`src/rtl/otter_alu_pipe.sv`:
```
// otter_alu_pipe: ALU plus pipelined multiplier sharing one CDB result slot; define OTTER_ALU_MULH_EN for mulh/mulhsu/mulhu
module otter_alu_pipe #(
  parameter int XLEN = 32,
  parameter int TAG_W = 5,
  parameter int MUL_LAT = 3
) (
  input  logic             CLK,
  input  logic             RST,
  input  logic             flush,
  input  logic             issue_valid,
  output logic             issue_ready,
  input  logic [3:0]       issue_fun,
  input  logic [XLEN-1:0]  issue_v1,
  input  logic [XLEN-1:0]  issue_v2,
  input  logic [TAG_W-1:0] issue_tag,
  output logic             cdb_valid,
  input  logic             cdb_grant,
  output logic [XLEN-1:0]  cdb_val,
  output logic [TAG_W-1:0] cdb_tag,
  output logic             busy
);
  localparam int SW = $clog2(XLEN);
  // The result slot is the final multiply register, so only MUL_LAT-1 stages sit in front of it.
  localparam logic PIPED = MUL_LAT > 1;
  localparam int D = PIPED ? MUL_LAT - 1 : 1;

  logic [D-1:0]     sv;
  logic [TAG_W-1:0] st [D];
  logic [XLEN-1:0]  sd [D];
  logic             is_mul, out_free, last_valid, advance, accept;
  logic [XLEN-1:0]  alu_res, mul_res;
  logic [SW-1:0]    sh;

`ifdef OTTER_ALU_MULH_EN
  logic [2*XLEN-1:0] a_ext, b_ext, prod;
  assign is_mul = issue_fun inside {4'd10, 4'd11, 4'd12, 4'd14};
  assign a_ext = issue_fun == 4'd14 ? {{XLEN{1'b0}}, issue_v1} : {{XLEN{issue_v1[XLEN-1]}}, issue_v1};
  assign b_ext = issue_fun == 4'd11 ? {{XLEN{issue_v2[XLEN-1]}}, issue_v2} : {{XLEN{1'b0}}, issue_v2};
  assign prod = a_ext * b_ext;
  assign mul_res = issue_fun == 4'd10 ? prod[XLEN-1:0] : prod[2*XLEN-1:XLEN];
`else
  assign is_mul = issue_fun == 4'd10;
  assign mul_res = issue_v1 * issue_v2;
`endif

  assign sh = issue_v2[SW-1:0];
  assign out_free = !cdb_valid || cdb_grant;
  assign last_valid = PIPED && sv[D-1];
  assign advance = !last_valid || out_free;
  assign issue_ready = !flush && !RST && (is_mul ? advance : out_free && !last_valid);
  assign accept = issue_valid && issue_ready;
  assign busy = |sv || cdb_valid;

  always_comb begin
    alu_res = '0;
    case (issue_fun)
      4'd0:    alu_res = issue_v1 + issue_v2;
      4'd8:    alu_res = issue_v1 - issue_v2;
      4'd6:    alu_res = issue_v1 | issue_v2;
      4'd7:    alu_res = issue_v1 & issue_v2;
      4'd4:    alu_res = issue_v1 ^ issue_v2;
      4'd1:    alu_res = issue_v1 << sh;
      4'd5:    alu_res = issue_v1 >> sh;
      4'd13:   alu_res = XLEN'($signed(issue_v1) >>> sh);
      4'd2:    alu_res = XLEN'($signed(issue_v1) < $signed(issue_v2));
      4'd3:    alu_res = XLEN'(issue_v1 < issue_v2);
      4'd9:    alu_res = issue_v1;
      default: alu_res = '0;
    endcase
  end

  always_ff @(posedge CLK) begin
    if (RST || flush) sv <= '0;
    else if (advance) begin
      for (int i = D - 1; i > 0; i--) begin
        sv[i] <= sv[i-1];
        st[i] <= st[i-1];
        sd[i] <= sd[i-1];
      end
      sv[0] <= PIPED && accept && is_mul;
      st[0] <= issue_tag;
      sd[0] <= mul_res;
    end
  end

  // A draining multiply wins the slot; ALU issue is already held off by issue_ready in that case.
  always_ff @(posedge CLK) begin
    if (RST) begin
      cdb_valid <= 1'b0;
      cdb_val <= '0;
      cdb_tag <= '0;
    end else if (flush) cdb_valid <= 1'b0;
    else if (out_free) begin
      cdb_valid <= last_valid || (accept && (!is_mul || !PIPED));
      if (last_valid) begin
        cdb_val <= sd[D-1];
        cdb_tag <= st[D-1];
      end else if (accept) begin
        cdb_val <= is_mul ? mul_res : alu_res;
        cdb_tag <= issue_tag;
      end
    end
  end
endmodule

```
`config.mk`:
```
export PLATFORM = sky130hd
export DESIGN_NAME = otter_alu_pipe
export DESIGN_NICKNAME = d
export VERILOG_FILES = /design/src/rtl/otter_alu_pipe.sv
export SDC_FILE = /design/constraint.sdc
export NUM_CORES = 2
export LEC_CHECK = 0
export ABC_AREA = 0
export CAP_MARGIN = 40
export CORE_UTILIZATION = 65
export DETAILED_ROUTE_END_ITERATION = 7
export PLACE_DENSITY = 0.82
export SLEW_MARGIN = 20
export SYNTH_ARGS = -nofsm -noshare
export SYNTH_HDL_FRONTEND = slang
export SYNTH_SLANG_ARGS = --single-unit
export TNS_END_PERCENT = 100
```
`constraint.sdc`:
```
create_clock -name CLK -period 25.8 [get_ports CLK]
set_input_delay 3.87 -clock CLK [delete_from_list [all_inputs] [get_ports CLK]]
set_output_delay 3.87 -clock CLK [all_outputs]
set_load 0.03 [all_outputs]
```
==> out/summary.txt <==
Worst path top cell family by delay = adder cells
highest cell delay on the worst timing path = 0.85 ns
number of enable-type register cells in the synthesized netlist = 74
via count = 28027
startpoint type of the worst setup path = input port
number of nets in the synthesized netlist = 4039
DRT Pass-1 Iters = 7
mean number of vias per cell = 7.15
number of global-route vias before repair = 28665
clock slew at the register clock pins of the worst setup and hold paths = 0.06 ns
fraction of final layout cells with drive strength greater than 1 = 0.0709
# Max-Cap Violations = 0
final critical path time including I/O delays and setup = 12.43 ns
post-synth top area cell = sky130_fd_sc_hd__fa_1
number of setup buffers added after CTS = 0
distinct cell type count after synthesis = 97
final max-slew violation count = 0
total clock buffers created by CTS = 17
clock latency at the later pin of the worst-skew pair = 0.42 ns
unrepaired setup endpoints after global routing = false
Async SR Flop Fraction = 0
most used cell, CP = sky130_fd_sc_hd__fa_1
achievable clock frequency = 80.4 MHz
filler cell count in the final layout = 3053
Worst slew margin = 0.219
TritonCTS clock tree = done
full die area = 44000 um2
dominant cell by count in the synthesized netlist = sky130_fd_sc_hd__inv_1
root buffer cell = sky130_fd_sc_hd__clkbuf_16
DPL Wire Length = 90500 um
number of synthesis warnings = 0
Placer Congestion = 1.12
GRT Residual Overflow = 0
top cell types by occurrence after synthesis = 490 x sky130_fd_sc_hd__inv_1, 435 x sky130_fd_sc_hd__nor2_1, 410 x sky130_fd_sc_hd__fa_1
largest net degree at the start of global routing = 59
initial antenna violation count = 4
number of clock sinks = 114
setup slack of the worst register-to-register path = 22.69 ns
IO Count = 118
count of buffer and inverter cells on the critical path = 6
terminus of the critical flop-to-flop path = cdb_val[26]
Hold Path Depth = 0
die height = 210 um
WS Path Type = input port to flop
final worst-path cycle share = 0.482
number of DRC violations after detailed-routing iteration 0 = 4910
ranking of synthesized cells by area = sky130_fd_sc_hd__fa_1 29%, sky130_fd_sc_hd__ha_1 9.8%, sky130_fd_sc_hd__edfxtp_1 7.9%, sky130_fd_sc_hd__inv_1 6.5%, sky130_fd_sc_hd__nor2_1 5.8%
portion of synthesized cell area occupied by the leading cell type = 0.292
total of hold buffers inserted after clock tree synthesis = 0
peak fanout along the critical path = 19
remaining antenna violation count after routing = 0
Setup crit end kind = flop
Row Count = 75
run status = finished, final reports clean
Residual DRC = 0
overall routed net length = 121000 um
data arrival time of the worst path = 12.78 ns
sequential-to-total area share from yosys stat = 0.108
number of failing hold endpoints at the final stage = 0
WL per Instance = 30.8 um
x dimension of the die = 210 um
Bufs on Longest Clock Path = 2
CP Cell Sequence = clkdlybuf4s50_1 -> clkinv_1 -> nor2_1 -> fa_1 -> fa_1 -> fa_1 -> inv_1 -> fa_1 -> inv_1 -> fa_1 -> inv_1 -> fa_1 -> inv_1 -> fa_1 -> fa_1 -> ha_1 -> a21o_1 -> a21o_1 -> a221o_1 -> a31oi_2 -> o21ai_1 -> o41ai_1 -> a2111oi_2 -> o21ai_1
Core Area = 42300 um2
count of cells along the worst register-to-register path = 11
top_reg_cell synth = sky130_fd_sc_hd__edfxtp_1
net count of the finished layout = 4037
Layout area overhead = 8.31%
wire length of the first global-routing pass = 178000 um
worst min-delay path endpoint = sd[0][48]
startpoint of the lowest-slack register-to-register path = sv[1]
Buffers on Ports = 117
CP Data Required Time = 26.15 ns
origin of the worst min-delay path = sd[0][16]
# setup viols final = 0
register bit total from synthesis = 114
worst min-delay path category = flop to flop
post-synthesis cell count = 3331
H-tree depth = 4
mapped cell area = 28100 um2
post-cts repair resize count = 0
accumulated negative setup slack = 0 ns
standard cell with the maximum stage delay on the critical path = sky130_fd_sc_hd__o41ai_1
Worst Clk Skew = 0.00797 ns
initial core utilization = 0.664
aggregate global-route resource usage = 0.555
worst-margin pin slew = 1.17 ns
Avg Inst Size Synth = 8.43 um2
-- per-layer routing --
metal  global-route usage  share of wire  vias up  routed length, um
li1                     -              -    10994                  -
met1                0.674           0.32    13170              38800
met2                0.777           0.40     2906              48600
met3                0.223           0.17      953              20800
met4                0.454           0.10        4              12700
met5                    0        0.00033        -                 40
-- sequential cells by signal, summed over array words and instances (netlist names) --
name	flops
cdb_tag	5
cdb_val	32
st	10
sd	64
cdb_valid	1
sv	2
-- area by class of cell --
cell class,instances,area [um2],share of cell area
Clock buffer,17,425,0.0140
Multi-Input combinational cell,2487,22300,0.734
Tap cell,577,722,0.0237
Timing Repair Buffer,200,1840,0.0604
Clock inverter,15,175,0.00576
Antenna cell,2,5.00,0.000165
Inverter,509,1910,0.0628
Sequential cell,114,3020,0.0994
-- worst max-delay path by stage --
| stage | startpoint | to | slack [ns] | cells past startpoint |
|---|---|---|---|---|
| floorplan | issue_v2[3] | cdb_val[25] | 14.13 | 30 |
| global placement | issue_v2[6] | cdb_val[25] | 13.38 | 24 |
| detailed placement | issue_v2[6] | cdb_val[25] | 13.24 | 24 |
| CTS | issue_v2[6] | cdb_val[25] | 13.65 | 24 |
| global route | issue_v2[6] | cdb_val[25] | 13.18 | 24 |
| finish | issue_v2[6] | cdb_val[25] | 13.37 | 24 |
-- cell usage in the layout (no fill, tap or decap), types with 74 or more instances in the layout --
cell type                           n
sky130_fd_sc_hd__ha_1             220
sky130_fd_sc_hd__o21ai_0           97
sky130_fd_sc_hd__nor2_1           434
sky130_fd_sc_hd__clkdlybuf4s50_1  111
sky130_fd_sc_hd__edfxtp_1          74
sky130_fd_sc_hd__nand2_1          407
sky130_fd_sc_hd__inv_1            489
sky130_fd_sc_hd__buf_4             76
sky130_fd_sc_hd__a21oi_1          166
sky130_fd_sc_hd__xnor2_1           74
sky130_fd_sc_hd__fa_1             410
-- cell families (layout without fill, tap and decap cells) --
logic type	count (synthesis)	count (layout)	share of synthesized area
other cells	0	2	0
fa+ha+maj	630	630	0.390
compound gates	624	624	0.153
simple gates	1033	1033	0.154
flops	114	114	0.108
xor+xnor	92	92	0.0292
mux	108	108	0.0655
buf+inv	730	741	0.0999
-- worst reg2reg max path, cell delays in order (launching register included) --
cell and delay [ns]:
sky130_fd_sc_hd__dfxtp_1 0.31, sky130_fd_sc_hd__buf_4 0.50, sky130_fd_sc_hd__a21oi_1 0.15, sky130_fd_sc_hd__or3_1 0.36, sky130_fd_sc_hd__buf_4 0.24, sky130_fd_sc_hd__a2111oi_0 0.35, sky130_fd_sc_hd__dlymetal6s2s_1 0.23, sky130_fd_sc_hd__o2111ai_1 0.13
sky130_fd_sc_hd__a221o_1 0.34, sky130_fd_sc_hd__a21oi_1 0.15, sky130_fd_sc_hd__o211a_1 0.16, sky130_fd_sc_hd__a211oi_1 0.06
-- per-stage QoR --
| stage | util | area [um2] | instances | setup WS, ns | hold WS [ns] |
|---|---|---|---|---|---|
| after floorplan | - | 28100 | 3331 | 14.13 | 0.400 |
| final | 0.719 | 30400 | 3921 | 13.37 | 0.417 |
| after global placement | 0.701 | 29700 | 3878 | 13.38 | 0.401 |
| after global routing | 0.719 | 30400 | 3919 | 13.18 | 0.415 |
| after detailed placement | 0.703 | 29700 | 3882 | 13.24 | 0.405 |
| after CTS | 0.717 | 30300 | 3914 | 13.65 | 0.417 |
Power is not shown: default switching activity piles up to over one toggle a cycle in this logic, so the estimate is an artifact.
